**src/rtl/brick_grid_tiler.sv**
```systemverilog
`default_nettype none
// ============================================================================
// Module      : brick_grid_tiler
// Description : Maps raster pixels onto a 32x32 brick grid and keeps a map of
//               present bricks. Removals are applied only at frame boundaries.
// Revision    : 1.0 - initial release
// ============================================================================
module brick_grid_tiler #(
    parameter int GRID_COLS   = 20,
    parameter int GRID_ROWS   = 15,
    parameter int ORIGIN_X    = 0,
    parameter int ORIGIN_Y    = 0,
    parameter int FIRST_ROW   = 2,
    parameter int LAST_ROW    = 5,
    parameter int HIT_LATENCY = 2
) (
    input  logic        clk,
    input  logic        resetN,
    input  logic [10:0] pixelX,
    input  logic [10:0] pixelY,
    input  logic        startOfFrame,
    input  logic        collision,
    input  logic        loadLevel,
    output logic [10:0] offsetX,
    output logic [10:0] offsetY,
    output logic        InsideRectangle,
    output logic [8:0]  bricksLeft,
    output logic        levelCleared
);

    localparam int          c_NUM_TILES = GRID_COLS * GRID_ROWS;
    localparam int          c_IDX_W     = (c_NUM_TILES > 1) ? $clog2(c_NUM_TILES) : 1;
    localparam logic [8:0]  c_DEF_COUNT = 9'((LAST_ROW - FIRST_ROW + 1) * GRID_COLS);
    localparam logic [10:0] c_ORG_X     = 11'(ORIGIN_X);
    localparam logic [10:0] c_ORG_Y     = 11'(ORIGIN_Y);
    localparam logic [10:0] c_GRID_W    = 11'(GRID_COLS * 32);
    localparam logic [10:0] c_GRID_H    = 11'(GRID_ROWS * 32);

    function automatic logic [c_NUM_TILES-1:0] f_default_map();
        logic [c_NUM_TILES-1:0] m;
        m = '0;
        for (int r = FIRST_ROW; r <= LAST_ROW; r++) begin
            for (int c = 0; c < GRID_COLS; c++) begin
                m[r * GRID_COLS + c] = 1'b1;
            end
        end
        return m;
    endfunction

    localparam logic [c_NUM_TILES-1:0] c_DEF_MAP = f_default_map();

    logic [c_NUM_TILES-1:0] r_map;
    logic [c_NUM_TILES-1:0] w_map_next;
    logic [8:0]             r_bricks_left;
    logic                   r_level_cleared;
    logic                   r_pend_valid;
    logic [c_IDX_W-1:0]     r_pend_idx;
    logic [c_IDX_W-1:0]     r_pipe_idx [HIT_LATENCY];
    logic                   r_pipe_in  [HIT_LATENCY];
    logic                   r_pipe_vld [HIT_LATENCY];

    logic [10:0]        w_rel_x;
    logic [10:0]        w_rel_y;
    logic               w_in_grid;
    logic [c_IDX_W-1:0] w_tile_idx;
    logic [c_IDX_W-1:0] w_lookup_idx;
    logic               w_inside;
    logic               w_hit;
    logic               w_apply;
    logic               w_capture;

    always_comb begin
        w_rel_x      = pixelX - c_ORG_X;
        w_rel_y      = pixelY - c_ORG_Y;
        w_in_grid    = (pixelX >= c_ORG_X) && (pixelY >= c_ORG_Y) &&
                       (w_rel_x < c_GRID_W) && (w_rel_y < c_GRID_H);
        w_tile_idx   = c_IDX_W'(w_rel_y[10:5]) * c_IDX_W'(GRID_COLS) + c_IDX_W'(w_rel_x[10:5]);
        w_lookup_idx = w_in_grid ? w_tile_idx : '0;
    end

    // A removal only counts if the brick is still there, so the count cannot underflow.
    assign w_apply   = startOfFrame & r_pend_valid & r_map[r_pend_idx];
    assign w_hit     = collision & r_pipe_vld[HIT_LATENCY-1] & r_pipe_in[HIT_LATENCY-1];
    assign w_capture = w_hit & (~r_pend_valid | startOfFrame);

    always_comb begin
        w_map_next = r_map;
        if (loadLevel) begin
            w_map_next = c_DEF_MAP;
        end else if (w_apply) begin
            w_map_next[r_pend_idx] = 1'b0;
        end
    end

    // The pixel presented on a frame/load edge already sees the updated map.
    assign w_inside = w_in_grid & w_map_next[w_lookup_idx];

    always_ff @(posedge clk or negedge resetN) begin
        if (!resetN) begin
            offsetX         <= '0;
            offsetY         <= '0;
            InsideRectangle <= 1'b0;
        end else begin
            offsetX         <= w_in_grid ? {6'b0, w_rel_x[4:0]} : 11'd0;
            offsetY         <= w_in_grid ? {6'b0, w_rel_y[4:0]} : 11'd0;
            InsideRectangle <= w_inside;
        end
    end

    always_ff @(posedge clk or negedge resetN) begin
        if (!resetN) begin
            for (int i = 0; i < HIT_LATENCY; i++) begin
                r_pipe_idx[i] <= '0;
                r_pipe_in[i]  <= 1'b0;
                r_pipe_vld[i] <= 1'b0;
            end
        end else begin
            r_pipe_idx[0] <= w_tile_idx;
            r_pipe_in[0]  <= w_inside;
            r_pipe_vld[0] <= ~loadLevel;
            for (int i = 1; i < HIT_LATENCY; i++) begin
                r_pipe_idx[i] <= r_pipe_idx[i-1];
                r_pipe_in[i]  <= r_pipe_in[i-1];
                r_pipe_vld[i] <= r_pipe_vld[i-1] & ~loadLevel;
            end
        end
    end

    always_ff @(posedge clk or negedge resetN) begin
        if (!resetN) begin
            r_map           <= c_DEF_MAP;
            r_bricks_left   <= c_DEF_COUNT;
            r_level_cleared <= 1'b0;
            r_pend_valid    <= 1'b0;
            r_pend_idx      <= '0;
        end else begin
            r_map <= w_map_next;
            if (loadLevel) begin
                r_bricks_left   <= c_DEF_COUNT;
                r_level_cleared <= 1'b0;
                r_pend_valid    <= 1'b0;
            end else begin
                r_level_cleared <= w_apply && (r_bricks_left == 9'd1);
                if (w_apply) begin
                    r_bricks_left <= r_bricks_left - 9'd1;
                end
                // A frame boundary retires the old hit, so a coincident hit becomes the new one.
                if (w_capture) begin
                    r_pend_valid <= 1'b1;
                    r_pend_idx   <= r_pipe_idx[HIT_LATENCY-1];
                end else if (startOfFrame) begin
                    r_pend_valid <= 1'b0;
                end
            end
        end
    end

    assign bricksLeft   = r_bricks_left;
    assign levelCleared = r_level_cleared;

endmodule
`default_nettype wire
```
**config.mk**
```make
export PLATFORM = sky130hd
export DESIGN_NAME = brick_grid_tiler
export DESIGN_NICKNAME = d
export VERILOG_FILES = /design/src/rtl/brick_grid_tiler.sv
export SDC_FILE = /design/constraint.sdc
export NUM_CORES = 1
export LEC_CHECK = 0
export BUFFER_PORTS_ARGS = -buffer_cell sky130_fd_sc_hd__buf_4
export CAP_MARGIN = 0
export CORE_ASPECT_RATIO = 2
export CORE_UTILIZATION = 50
export CTS_CLUSTER_SIZE = 12
export DETAILED_ROUTE_END_ITERATION = 12
export GPL_TIMING_DRIVEN = 0
export PLACE_DENSITY = 0.69
export SLEW_MARGIN = 20
export SYNTH_ARGS = -nofsm -noshare
export SYNTH_HDL_FRONTEND = slang
export SYNTH_SLANG_ARGS = --single-unit
```
**constraint.sdc**
```tcl
create_clock -name clk -period 3.9 [get_ports clk]
set_clock_uncertainty 0.15 [all_clocks]
set_input_delay 0.78 -clock clk [delete_from_list [all_inputs] [get_ports clk]]
set_output_delay 0.78 -clock clk [all_outputs]
set_load 0.01 [all_outputs]
```
==> qor.json, run 1 <==
{
  "grt_first_pass_wirelength_um": 220200,
  "die-height_um": 287.4,
  "yosysWarningCount": 0,
  "initial_core_util_pct": 50.63,
  "synth-adder-area-share_pct": 0.9956,
  "syn_inst": 2177,
  "htreeDepth": 2,
  "synth-compound-area-share_pct": 22.74,
  "port_buffers": 46,
  "grt_pass1_vias": 25960,
  "synth_xor_xnor_area_share_pct": 0.6453,
  "final_wtd_congestion": 1.154,
  "synth_top_family_by_area": "compound AO/OA/AOI/OAI gates",
  "ys_seq_area_share_pct": 43.77,
  "core.rowCount": 104,
  "top_level_ports": 60,
  "yosysUniqueCellTypes": 88,
  "grt_start_max_net_pins": 101,
  "cts-root-to-sink-buffers": 3,
  "outcome": "stopped before the end",
  "proportion_of_register_bits_with_asynchronous_set_or_reset_after_synthesis_pct": 100.0,
  "synth.mux.area_fraction_pct": 10.42,
  "synth_flop_cell": "sky130_fd_sc_hd__dfrtp_1",
  "synth_enable_flop_cells": 0,
  "clockRootBuffer": "sky130_fd_sc_hd__clkbuf_16",
  "cts_sinks": 352,
  "fp.dieW_um": 144.7,
  "synth_seq_cells": 352,
  "grt_use_total_pct": 74.34,
  "post-dp-hpwl_um": 89140,
  "synthesis.area_per_instance_um2": 9.352,
  "synthSimpleGateAreaFrac_pct": 16.90,
  "cts_buffers": 37,
  "globalRouteOverflowTotal": 369,
  "lastStage": "global routing",
  "tool.error": "[ERROR GRT-0116] Global routing finished with congestion. Check the congestion regions in the DRC Viewer.",
  "post_synth_instance_area_um2": 20360
}
[stage by stage]
stage	std cells	instance area, um2	setup WS (ns)	TNS, ns	util [%]
after floorplan	2188	20440	0.007133	0	-
after global placement	2764	21450	-3.460	-709.34	53.34
after detailed placement	2774	21650	-3.362	-326.46	53.84
after CTS	2871	24130	-1.110	-1.829	60.00
[synthesized netlist by cell type, types with 16 or more instances]
library cell	instances	area share, %
sky130_fd_sc_hd__nor2_1	306	5.6
sky130_fd_sc_hd__nand2b_1	23	0.71
sky130_fd_sc_hd__and2_1	30	0.92
sky130_fd_sc_hd__and3_1	18	0.55
sky130_fd_sc_hd__a21oi_1	156	3.8
sky130_fd_sc_hd__a31oi_1	37	1.1
sky130_fd_sc_hd__dfrtp_1	270	33
sky130_fd_sc_hd__mux4_2	43	4.8
sky130_fd_sc_hd__a22oi_1	30	1.1
sky130_fd_sc_hd__buf_2	17	0.42
sky130_fd_sc_hd__dfstp_2	82	11
sky130_fd_sc_hd__clkbuf_1	125	2.3
sky130_fd_sc_hd__nand2_1	205	3.8
sky130_fd_sc_hd__mux2i_1	105	5.2
sky130_fd_sc_hd__o22ai_1	19	0.58
sky130_fd_sc_hd__o21ai_0	145	3.6
sky130_fd_sc_hd__buf_4	16	0.59
sky130_fd_sc_hd__nor3_1	56	1.4
sky130_fd_sc_hd__o211ai_1	35	1.3
sky130_fd_sc_hd__nand3_1	61	1.5
sky130_fd_sc_hd__o311a_1	34	1.7
sky130_fd_sc_hd__o211a_1	56	2.8
[logic make-up after synthesis]
kind of cell               after synthesis
AOI/OAI and AO/OA                      668
xor gates and xnor gates                15
adders and majority gates               15
buffers and inverters                  199
DFF                                    352
muxes                                  157
other                                    1
and+or+nand+nor                        770
[routing by layer]
| metal | GRT overflow | GRT usage (%) |
|---|---|---|
| met5 | 2 | 23.13 |
| met4 | 162 | 71.37 |
| met3 | 0 | 59.01 |
| met2 | 203 | 90.08 |
| met1 | 2 | 75.89 |
[repair_timing]
item	CTS
cloned	2
resized for setup	242
hold buffers	0
pin swaps	31
setup endpoints to repair	297
buffers inserted	40
==> inputs of run 2 (changes only) <==
Settings changed: CORE_ASPECT_RATIO 2 to not set, CORE_UTILIZATION 50 to 35, CTS_CLUSTER_SIZE 12 to not set, PLACE_DENSITY 0.69 to not set, PLACE_DENSITY_LB_ADDON set to 0.15.
Clock period 3.9 ns to 5.1 ns, I/O delays scaled along.
==> qor.json, run 2 <==
{
  "setup-violations-final": 1,
  "grt_start_max_net_pins": 95,
  "cp.arrival_ns": 5.55,
  "final_period_minus_worst_setup_slack_ns": 5.232,
  "critical_path_class": "input port to flip-flop",
  "die-height": {"value": 243.2, "unit": "um", "change": "was 287.4 um"},
  "ys_seq_area_share": {"value": 43.77, "unit": "%", "change": "unchanged"},
  "clockRootBuffer": {"value": "sky130_fd_sc_hd__clkbuf_16", "change": "unchanged"},
  "crit_path_max_fanout": 10,
  "power.density_cell_area_nw_per_um2": 315.2,
  "met2WireLength_um": 48620,
  "synth.top_cells.by_area": {"value": "sky130_fd_sc_hd__dfrtp_1, sky130_fd_sc_hd__dfstp_2, sky130_fd_sc_hd__nor2_1", "change": "unchanged"},
  "core.rowCount": {"value": 88, "change": "was 104"},
  "yosysUniqueCellTypes": {"value": 88, "change": "unchanged"},
  "ant_nets": 0,
  "detail_route.drc_violations": 0,
  "1st_iter_drt_viols": 3472,
  "registers.top_by_ff_count": "r_map",
  "cts_hold_buf": {"value": 0, "change": "unchanged"},
  "path_clk_slew_ns": 0.06,
  "top_level_ports": {"value": 60, "change": "unchanged"},
  "cts_buffers": {"value": 43, "change": "was 37"},
  "layout_commonest_cell": "sky130_fd_sc_hd__nor2_1",
  "post_synth_instance_area": {"value": 20360, "unit": "um2", "change": "unchanged"},
  "synth_seq_cells": {"value": 352, "change": "unchanged"},
  "worstPathRequired_ns": 5.42,
  "grt_use_total_pct": 39.83,
  "post-route-period-util_pct": 102.6,
  "antenna_found_initial": 6,
  "wl_met3_um": 15420,
  "cts-root-to-sink-buffers": {"value": 3, "change": "unchanged"},
  "cts_tree": "yes",
  "htreeDepth": {"value": 2, "change": "unchanged"},
  "violations": "setup timing",
  "globalRouteOverflowTotal": 0,
  "yosys-top-cells-count": {"value": "sky130_fd_sc_hd__nor2_1, sky130_fd_sc_hd__dfrtp_1, sky130_fd_sc_hd__nand2_1, sky130_fd_sc_hd__a21oi_1, sky130_fd_sc_hd__o21ai_0", "change": "unchanged"},
  "area_growth_pct": 21.12,
  "grt_first_pass_wirelength_um": 164200,
  "wire_per_inst_um": 38.20,
  "worst_setup_margin_ns": -0.1322,
  "drv_slew": 0,
  "critical_path.startpoint_type": "input port",
  "number_of_flip_flops_in_the_largest_register": 300,
  "layout.nets": 2363,
  "port_buffers": {"value": 46, "change": "unchanged"},
  "route.layer.met1.wl_um": 45910,
  "fmaxAchievable_ghz": 0.1911,
  "final.hold.worst_slack_ns": 0.1569,
  "via_per_inst": 6.889,
  "post-dp-hpwl": {"value": 85560, "unit": "um", "change": "was 89140 um"},
  "synthesis.area_per_instance": {"value": 9.352, "unit": "um2", "change": "unchanged"},
  "hold_viol_final": 0,
  "coreArea_um2": 57590,
  "die-area_um2": 59130,
  "post_route_cells_drive_above_1_share_pct": 21.01,
  "max_slew.worst_pin.slew_ns": 1.278,
  "worst_r2r_path_depth": 14,
  "totalWireLength_um": 119500,
  "cap_violations": 0,
  "hold_class": "input port to asynchronous set/reset pin",
  "power_leakage_nw": 9.907,
  "via_count": 21550,
  "report.power.total_mw": 7.772,
  "yosysWarningCount": {"value": 0, "change": "unchanged"},
  "syn_inst": {"value": 2177, "change": "unchanged"},
  "cts_sinks": {"value": 352, "change": "unchanged"},
  "synth_enable_flop_cells": {"value": 0, "change": "unchanged"},
  "worst_ir_drop_vdd_mv": 0.2797,
  "grt_pass1_vias": 20540,
  "setup.worst_path.end_class": "flip-flop",
  "mostFrequentLayoutCells": "sky130_fd_sc_hd__nor2_1, sky130_fd_sc_hd__dfrtp_1, sky130_fd_sc_hd__nand2_1",
  "final_wtd_congestion": {"value": 1.053, "change": "was 1.154"},
  "insertion_delay_ns": 0.63,
  "yosysTopAreaCell": {"value": "sky130_fd_sc_hd__dfrtp_1", "change": "unchanged"},
  "synth_flop_cell": {"value": "sky130_fd_sc_hd__dfrtp_1", "change": "unchanged"},
  "proportion_of_register_bits_with_asynchronous_set_or_reset_after_synthesis": {"value": 100.0, "unit": "%", "change": "unchanged"},
  "top_layer_used": "met4",
  "synth.most_common_cell": {"value": "sky130_fd_sc_hd__nor2_1", "change": "unchanged"},
  "reg_top3": "r_map (300), r_pipe_idx (18)",
  "initial_core_util": {"value": 35.35, "unit": "%", "change": "was 50.63%"},
  "detail_route.first_pass.iterations": 6,
  "outcome": {"value": "complete, but fails checks", "change": "was stopped before the end"},
  "fp.dieW": {"value": 243.2, "unit": "um", "change": "was 144.7 um"},
  "maxSlewHeadroom_pct": 14.48,
  "synth_top_area_share": {"value": 33.19, "unit": "%", "change": "unchanged"}
}
## run 2: cell counts after synthesis
No cell type changed its count.
## run 2: worst paths after layout
check	start	end	slack, ns
max	pixelY[6]	r_pipe_in[1]$_DFF_PN0_	-0.13
min	resetN	r_pipe_idx[9]$_DFF_PN0_	0.16
max reg2reg	r_pend_idx[3]$_DFFE_PN0P_	r_pipe_in[1]$_DFF_PN0_	-0.12
min reg2reg	r_pipe_idx[13]$_DFF_PN0_	r_pipe_idx[4]$_DFF_PN0_	0.19
max in group asynchronous	resetN	r_map[140]$_DFF_PN0_	3.49
min in group clk	r_pipe_idx[13]$_DFF_PN0_	r_pipe_idx[4]$_DFF_PN0_	0.19
## run 2: metrics by stage
stage	std cells	setup TNS (ns)	setup WS, ns	instance area [um2]	util [%]
after floorplan	2188	0	0.8835	20400	-
after global placement	2999	-309.63	-2.629	21700	37.69
after detailed placement	3011	-61.34	-2.579	21990	38.18
after CTS	3101	0	0.002621	24180	41.99
after global routing	3121	-0.02469	-0.02469	24640	42.79
final	3128	-0.1322	-0.1322	24660	42.82
## run 2: routing by layer
metal / up-vias / GRT usage, %
met1: 10870 / 51.08
li1: 8366 / -
met5: - / 0
met4: 0 / 28.01
met2: 1815 / 55.14
met3: 499 / 14.53
## run 2: power by group
part           internal (mW)  total [mW]  switching (mW)
Sequential              2.84        2.87          0.0275
Combinational          0.382        1.41            1.03
Clock                   2.10        3.50            1.40
## run 2: kinds of logic after synthesis
group                    count (synthesis)  share of synthesized area, %
AND/OR/NAND/NOR                        770                         16.90
buffers and inverters                  199                         4.511
other                                    1                       0.01842
AO/OA/AOI/OAI                          668                         22.74
flip-flops                             352                         43.77
multiplexers                           157                         10.42
adder cells (fa/ha/maj)                 15                        0.9957
XOR/XNOR                                15                        0.6453
## run 2: timing repair
action | CTS | global route
resized for setup | 146 | 74
gates cloned | 0 | 1
setup buffers | 14 | 21
pin swaps | 16 | 20
endpoints found under the setup margin | 98 | 1
## run 2: cell type report
cell class | instances | area [um2]
clock buffer | 57 | 1221
buffer | 175 | 1169
fill | 5691 | 32930
multi-input combinational | 1637 | 11080
inverter | 18 | 68.82
antenna | 7 | 17.52
sequential | 352 | 8912
tap | 765 | 957.2
clock inverter | 23 | 347.8
timing repair buffer | 94 | 882.1
## run 2: worst max-delay path, cell delays in order
cell and delay [ns]:
sky130_fd_sc_hd__buf_4 0.12, sky130_fd_sc_hd__nand4_1 0.14, sky130_fd_sc_hd__and3_1 0.32, sky130_fd_sc_hd__clkbuf_2 0.44, sky130_fd_sc_hd__a21oi_2 0.82, sky130_fd_sc_hd__clkbuf_2 0.56, sky130_fd_sc_hd__a221oi_1 0.18, sky130_fd_sc_hd__nor3_2 0.43
sky130_fd_sc_hd__a31oi_1 0.08, sky130_fd_sc_hd__o21ai_0 0.20, sky130_fd_sc_hd__a31oi_1 0.14, sky130_fd_sc_hd__o221ai_2 0.43, sky130_fd_sc_hd__o21ai_2 0.22, sky130_fd_sc_hd__a2111oi_4 0.43
(Power assumes the default switching activity.)
